**config.mk**
```make
export PLATFORM = sky130hd
export DESIGN_NAME = id_ex_stage
export DESIGN_NICKNAME = d
export VERILOG_FILES = /design/src/rtl/id_ex_stage.sv
export SDC_FILE = /design/constraint.sdc
export NUM_CORES = 1
export LEC_CHECK = 0
export BUFFER_PORTS_ARGS = -buffer_cell sky130_fd_sc_hd__buf_2
export CAP_MARGIN = 20
export CORE_MARGIN = 10
export CORE_UTILIZATION = 46
export DETAILED_ROUTE_END_ITERATION = 8
export PLACE_DENSITY = 0.92
export SLEW_MARGIN = 20
export SYNTH_ARGS = -nofsm -noshare
export SYNTH_HDL_FRONTEND = slang
export SYNTH_SLANG_ARGS = --single-unit
```
**constraint.sdc**
```tcl
create_clock -name clk_i -period 5.5 [get_ports clk_i]
set_input_delay 0 -clock clk_i [delete_from_list [all_inputs] [get_ports clk_i]]
set_output_delay 0 -clock clk_i [all_outputs]
set_load 0.01 [all_outputs]
```
**src/rtl/id_ex_stage.sv**
```systemverilog
// ID/EX pipeline register with load-use hazard detection, stall counter and optional
// EX/MEM operand forwarding (define FWD_EN to enable; default build stalls on RAW instead).
module id_ex_stage (
  input  logic        clk_i,
  input  logic        rst_i,
  input  logic        flush_i,
  input  logic        id_valid_i,
  input  logic [3:0]  id_raddr1_i,
  input  logic [3:0]  id_raddr2_i,
  input  logic [3:0]  id_waddr_i,
  input  logic        id_uses_r2_i,
  input  logic [15:0] id_rdata1_i,
  input  logic [15:0] id_rdata2_i,
  input  logic [15:0] id_imm_i,
  input  logic [3:0]  id_alu_op_i,
  input  logic        id_mem_read_i,
  input  logic        id_mem_write_i,
  input  logic        id_reg_write_i,
  input  logic [3:0]  mem_waddr_i,
  input  logic        mem_reg_write_i,
  input  logic [15:0] mem_result_i,
  output logic        stall_o,
  output logic        ex_valid_o,
  output logic        ex_mem_read_o,
  output logic        ex_mem_write_o,
  output logic        ex_reg_write_o,
  output logic [3:0]  ex_alu_op_o,
  output logic [3:0]  ex_waddr_o,
  output logic [3:0]  ex_raddr1_o,
  output logic [3:0]  ex_raddr2_o,
  output logic [15:0] ex_op_a_o,
  output logic [15:0] ex_op_b_o,
  output logic [15:0] ex_imm_o,
  output logic [15:0] stall_count_o
);

  logic        ex_valid_q, ex_valid_d;
  logic        ex_mem_read_q, ex_mem_read_d;
  logic        ex_mem_write_q, ex_mem_write_d;
  logic        ex_reg_write_q, ex_reg_write_d;
  logic [3:0]  ex_alu_op_q, ex_alu_op_d;
  logic [3:0]  ex_waddr_q, ex_waddr_d;
  logic [3:0]  ex_raddr1_q, ex_raddr1_d;
  logic [3:0]  ex_raddr2_q, ex_raddr2_d;
  logic [15:0] ex_rdata1_q, ex_rdata1_d;
  logic [15:0] ex_rdata2_q, ex_rdata2_d;
  logic [15:0] ex_imm_q, ex_imm_d;
  logic [15:0] stall_cnt_q, stall_cnt_d;

  logic        load_use_hz;
  logic        raw_hz;
  logic        bubble;

  // Does the instruction in ID read nonzero register waddr?
  function automatic logic id_reads(input logic [3:0] waddr);
    return (waddr != 4'd0) &&
           ((waddr == id_raddr1_i) || (id_uses_r2_i && (waddr == id_raddr2_i)));
  endfunction

  always_comb begin
    load_use_hz = ex_valid_q && ex_mem_read_q && ex_reg_write_q &&
                  id_valid_i && id_reads(ex_waddr_q);
  end

`ifdef FWD_EN
  logic fwd_a, fwd_b;

  always_comb begin
    raw_hz = 1'b0;
    fwd_a  = mem_reg_write_i && (mem_waddr_i != 4'd0) && (mem_waddr_i == ex_raddr1_q);
    fwd_b  = mem_reg_write_i && (mem_waddr_i != 4'd0) && (mem_waddr_i == ex_raddr2_q);
  end

  assign ex_op_a_o = fwd_a ? mem_result_i : ex_rdata1_q;
  assign ex_op_b_o = fwd_b ? mem_result_i : ex_rdata2_q;
`else
  // Without forwarding the result value is never consumed, only its destination.
  logic unused_mem_result;
  assign unused_mem_result = ^mem_result_i;

  always_comb begin
    raw_hz = id_valid_i &&
             ((ex_valid_q && ex_reg_write_q && id_reads(ex_waddr_q)) ||
              (mem_reg_write_i && id_reads(mem_waddr_i)));
  end

  assign ex_op_a_o = ex_rdata1_q;
  assign ex_op_b_o = ex_rdata2_q;
`endif

  assign stall_o = (load_use_hz || raw_hz) && !flush_i;
  assign bubble  = stall_o || flush_i || !id_valid_i;

  always_comb begin
    ex_valid_d     = !bubble;
    ex_mem_read_d  = !bubble && id_mem_read_i;
    ex_mem_write_d = !bubble && id_mem_write_i;
    ex_reg_write_d = !bubble && id_reg_write_i;
    ex_waddr_d     = bubble ? 4'd0 : id_waddr_i;
    ex_alu_op_d    = id_alu_op_i;
    ex_raddr1_d    = id_raddr1_i;
    ex_raddr2_d    = id_raddr2_i;
    ex_rdata1_d    = id_rdata1_i;
    ex_rdata2_d    = id_rdata2_i;
    ex_imm_d       = id_imm_i;
    stall_cnt_d    = stall_cnt_q;
    if (stall_o && (stall_cnt_q != 16'hFFFF)) begin
      stall_cnt_d = stall_cnt_q + 16'd1;
    end
  end

  always_ff @(posedge clk_i) begin
    if (rst_i) begin
      ex_valid_q     <= 1'b0;
      ex_mem_read_q  <= 1'b0;
      ex_mem_write_q <= 1'b0;
      ex_reg_write_q <= 1'b0;
      ex_alu_op_q    <= 4'd0;
      ex_waddr_q     <= 4'd0;
      ex_raddr1_q    <= 4'd0;
      ex_raddr2_q    <= 4'd0;
      ex_rdata1_q    <= 16'd0;
      ex_rdata2_q    <= 16'd0;
      ex_imm_q       <= 16'd0;
      stall_cnt_q    <= 16'd0;
    end else begin
      ex_valid_q     <= ex_valid_d;
      ex_mem_read_q  <= ex_mem_read_d;
      ex_mem_write_q <= ex_mem_write_d;
      ex_reg_write_q <= ex_reg_write_d;
      ex_alu_op_q    <= ex_alu_op_d;
      ex_waddr_q     <= ex_waddr_d;
      ex_raddr1_q    <= ex_raddr1_d;
      ex_raddr2_q    <= ex_raddr2_d;
      ex_rdata1_q    <= ex_rdata1_d;
      ex_rdata2_q    <= ex_rdata2_d;
      ex_imm_q       <= ex_imm_d;
      stall_cnt_q    <= stall_cnt_d;
    end
  end

  assign ex_valid_o     = ex_valid_q;
  assign ex_mem_read_o  = ex_mem_read_q;
  assign ex_mem_write_o = ex_mem_write_q;
  assign ex_reg_write_o = ex_reg_write_q;
  assign ex_alu_op_o    = ex_alu_op_q;
  assign ex_waddr_o     = ex_waddr_q;
  assign ex_raddr1_o    = ex_raddr1_q;
  assign ex_raddr2_o    = ex_raddr2_q;
  assign ex_imm_o       = ex_imm_q;
  assign stall_count_o  = stall_cnt_q;

endmodule

```
==> run_results.csv <==
group,metric,value,unit
routing,drt_iter0_markers,135,
logic_synthesis,yosysTopAreaCell,"dfxtp_1",
sta,hold_viol,0,
die,dieArea,9920,um2
logic_synthesis,yosys-top-cells-area,"dfxtp_1, nor2b_1, xnor2_1",
cts,clk_pin_slew_worst_paths,80,ps
cells_and_area,layout-drive-gt1-share,36.7,%
cells_and_area,nets,598,
die,fp.dieH,99.6,um
critical_path,path_buf_inv,0,
logic_synthesis,synth_warnings,0,
cells_and_area,stdcell_count,587,
critical_path,end_kind,"flip-flop",
critical_path,slowest_delay,580,ps
logic_synthesis,async_flop_share,0,%
global_routing,antenna_found_initial,3,
pwr,p_per_area,271,nW/um2
logic_synthesis,syn_area_per_cell,10.7,um2
cts,numCtsBuffers,9,
place,hpwl,6320,um
die,core,6030,um2
sta,rsz0062_at_grt,"false",
cts,h-tree-depth,3,
die,io_pins,178,
cts,clock_latency,330,ps
logic_synthesis,synth_area,2910,um2
routing,routed_via_density,4.71,
sta,fin_tns_setup,0,ps
global_routing,grt_max_degree,42,
sta,worstMarginPinSlew,662,ps
logic_synthesis,syn_inst,273,
cells_and_area,syn2layout_area_growth,61.2,%
global_routing,grt.overflow.total,0,
cts,clockBufferDepth,2,
routing,drc,0,
sta,setup_viol_count_final,0,
critical_path,cp_slowest_cell,"or4_1",
critical_path,crit_path_start_kind,"flip-flop",
sta,post-route-period-util,40.3,%
cells_and_area,fillCellCount,373,
logic_synthesis,synth_edf_count,0,
logic_synthesis,synth.most_common_cell,"dfxtp_1",
routing,wl_per_cell,16.2,um
critical_path,cp_top_family,"simple AND/OR/NAND/NOR gates",
cts,clock_sink_count,84,
die,initial_core_util,48.3,%
cts,cts-root-buf,"clkbuf_8",
sta,maxSlewViolCount,0,
pwr,ir_drop,0.000240,V
logic_synthesis,synth.ff_latch_count,84,
routing,dr.pass1.iters,4,
flow_run,drv_cap,0,
global_routing,grt_pass1_wl,14700,um
logic_synthesis,seq_area_frac_synth,57.7,%
die,rows,28,
min_path,hold_class,"input pin to flip-flop",
sta,max_freq,451,MHz
run_status,status,"completed",
critical_path,critPathKind,"flip-flop to flip-flop",
routing,antenna_left,0,
routing,routed_wl,9500,um
critical_path,arrival,2440,ps
logic_synthesis,ys_top_cells_by_count,"dfxtp_1, nor2b_1, xnor2_1, a21oi_1, and2_1",
cts,cts_resized,0,
critical_path,path_cells,"or4_1 -> nand4_1 -> o22ai_2 -> o21ai_2 -> nor3b_2 -> mux2_4",
global_routing,track_usage,18.4,%
sta,skew,7.17,ps
sta,max_slew_margin,55.6,%
place,io_buffers,161,
pwr,leakagePower,2.15,nW
critical_path,cp.required,5720,ps
logic_synthesis,synth_ff_type,"dfxtp_1",
place,dp.cells,499,
die,die_w,99.6,um
cts,cts_tree,"yes",
sta,period_minus_slack,2220,ps
logic_synthesis,netlist.area_leader.share,57.7,%
logic_synthesis,synth_nets,367,
place,gp_congestion,0.850,
global_routing,grt_pass1_vias,2855,
pwr,power,1.27,mW
logic_synthesis,ys_types,36,
routing,vias,2762,
critical_path,crit_fanout,14,
## where the power goes
part	leakage, nW	total, mW	internal (mW)	switching, mW
sequential	0.694	0.640	0.633	0.00701
clock	0.116	0.476	0.268	0.208
combinational	1.34	0.156	0.0885	0.0677
## routing by layer
metal,global-route usage [%],part of all wire [%],wire length [um],vias to the layer above
li1,-,-,-,1386
met1,18.7,38,3600,1237
met2,31.1,49,4630,123
met3,9.07,11,1080,16
met4,8.71,2.0,191,0
met5,0,0,0,-
## worst reg2reg max path, stage by stage (launching register included)
cell	delay [ps]
dfxtp_1	370
or4_1	580
nand4_1	140
o22ai_2	130
o21ai_2	470
nor3b_2	120
mux2_4	310
## per-stage QoR
step	utilization, %	instance area (um2)	hold WS (ps)	setup slack [ps]
floorplan	-	2910	102	3580
global placement	62.6	3770	200	3390
detailed placement	62.6	3770	204	3300
CTS	77.8	4690	179	3280
global route	77.9	4690	216	3120
finish	77.9	4690	185	3280
## repair_timing
item	4_1_cts	5_1_grt
hold buffers	69	0
buffers inserted	0	0
hold endpoints to repair	68	0
## flip-flops by register name, indices dropped and copies added, names as in the netlist
register and flops:
ex_imm_o 16, ex_op_a_o 16, ex_op_b_o 16, stall_count_o 16, ex_alu_op_o 4, ex_raddr1_o 4
ex_raddr2_o 4, ex_waddr_o 4, ex_mem_read_o 1, ex_mem_write_o 1, ex_reg_write_o 1, ex_valid_o 1
## worst paths after layout
check / from / endpoint / slack [ps] / cells after the start
setup reg to reg: ex_waddr_o[0] / stall_count_o[12] / 3280 / 6
hold reg to reg: stall_count_o[15] / stall_count_o[15] / 510 / 2
setup / recovery: ex_waddr_o[0] / stall_count_o[12] / 3280 / 6
hold / removal: rst_i / ex_op_b_o[10] / 180 / 2
## cell families (layout without fill, tap and decap cells)
logic type	count (synthesis)	after routing	share of synthesized area (%)
AND/OR/NAND/NOR	121	121	25.9
multiplexers	1	1	0.515
AO/OA/AOI/OAI	31	31	7.22
XOR/XNOR	20	20	6.01
other	0	3	0
buffers and inverters	15	251	2.19
adder cells (fa/ha/maj)	1	1	0.429
flip-flops	84	84	57.7
## cells in the final DEF, fill, tap and decap left out, types with 2 or more instances in the layout
master and n:
nor2b_1 63, buf_2 161, o31ai_1 4, diode_2 3, inv_1 3, or4_1 5, xnor2_1 14, clkinv_4 2
and2_1 11, bufinv_16 2, and3_1 3, dfxtp_1 84, xor2_1 6, dlygate4sd3_1 69, nand4_1 8, nor2_1 6
o21ai_0 7, nor4_2 2, or3_1 6, a21oi_1 11, nand3_1 5, clkinv_2 2, nand2_1 4, clkbuf_8 10
o2111ai_1 4
## cell type report
cell class	count	area [um2]	area share (%)
diodes	3	7.51	0.160
clock buffers	10	138	2.93
clock inverters	6	87.6	1.87
inverters	4	15.0	0.320
multi-input cells	174	1170	24.9
flip-flops and latches	84	1680	35.8
well taps	75	93.8	2.00
repair buffers	231	1500	32.0
Power figures use the tool's default switching activity.
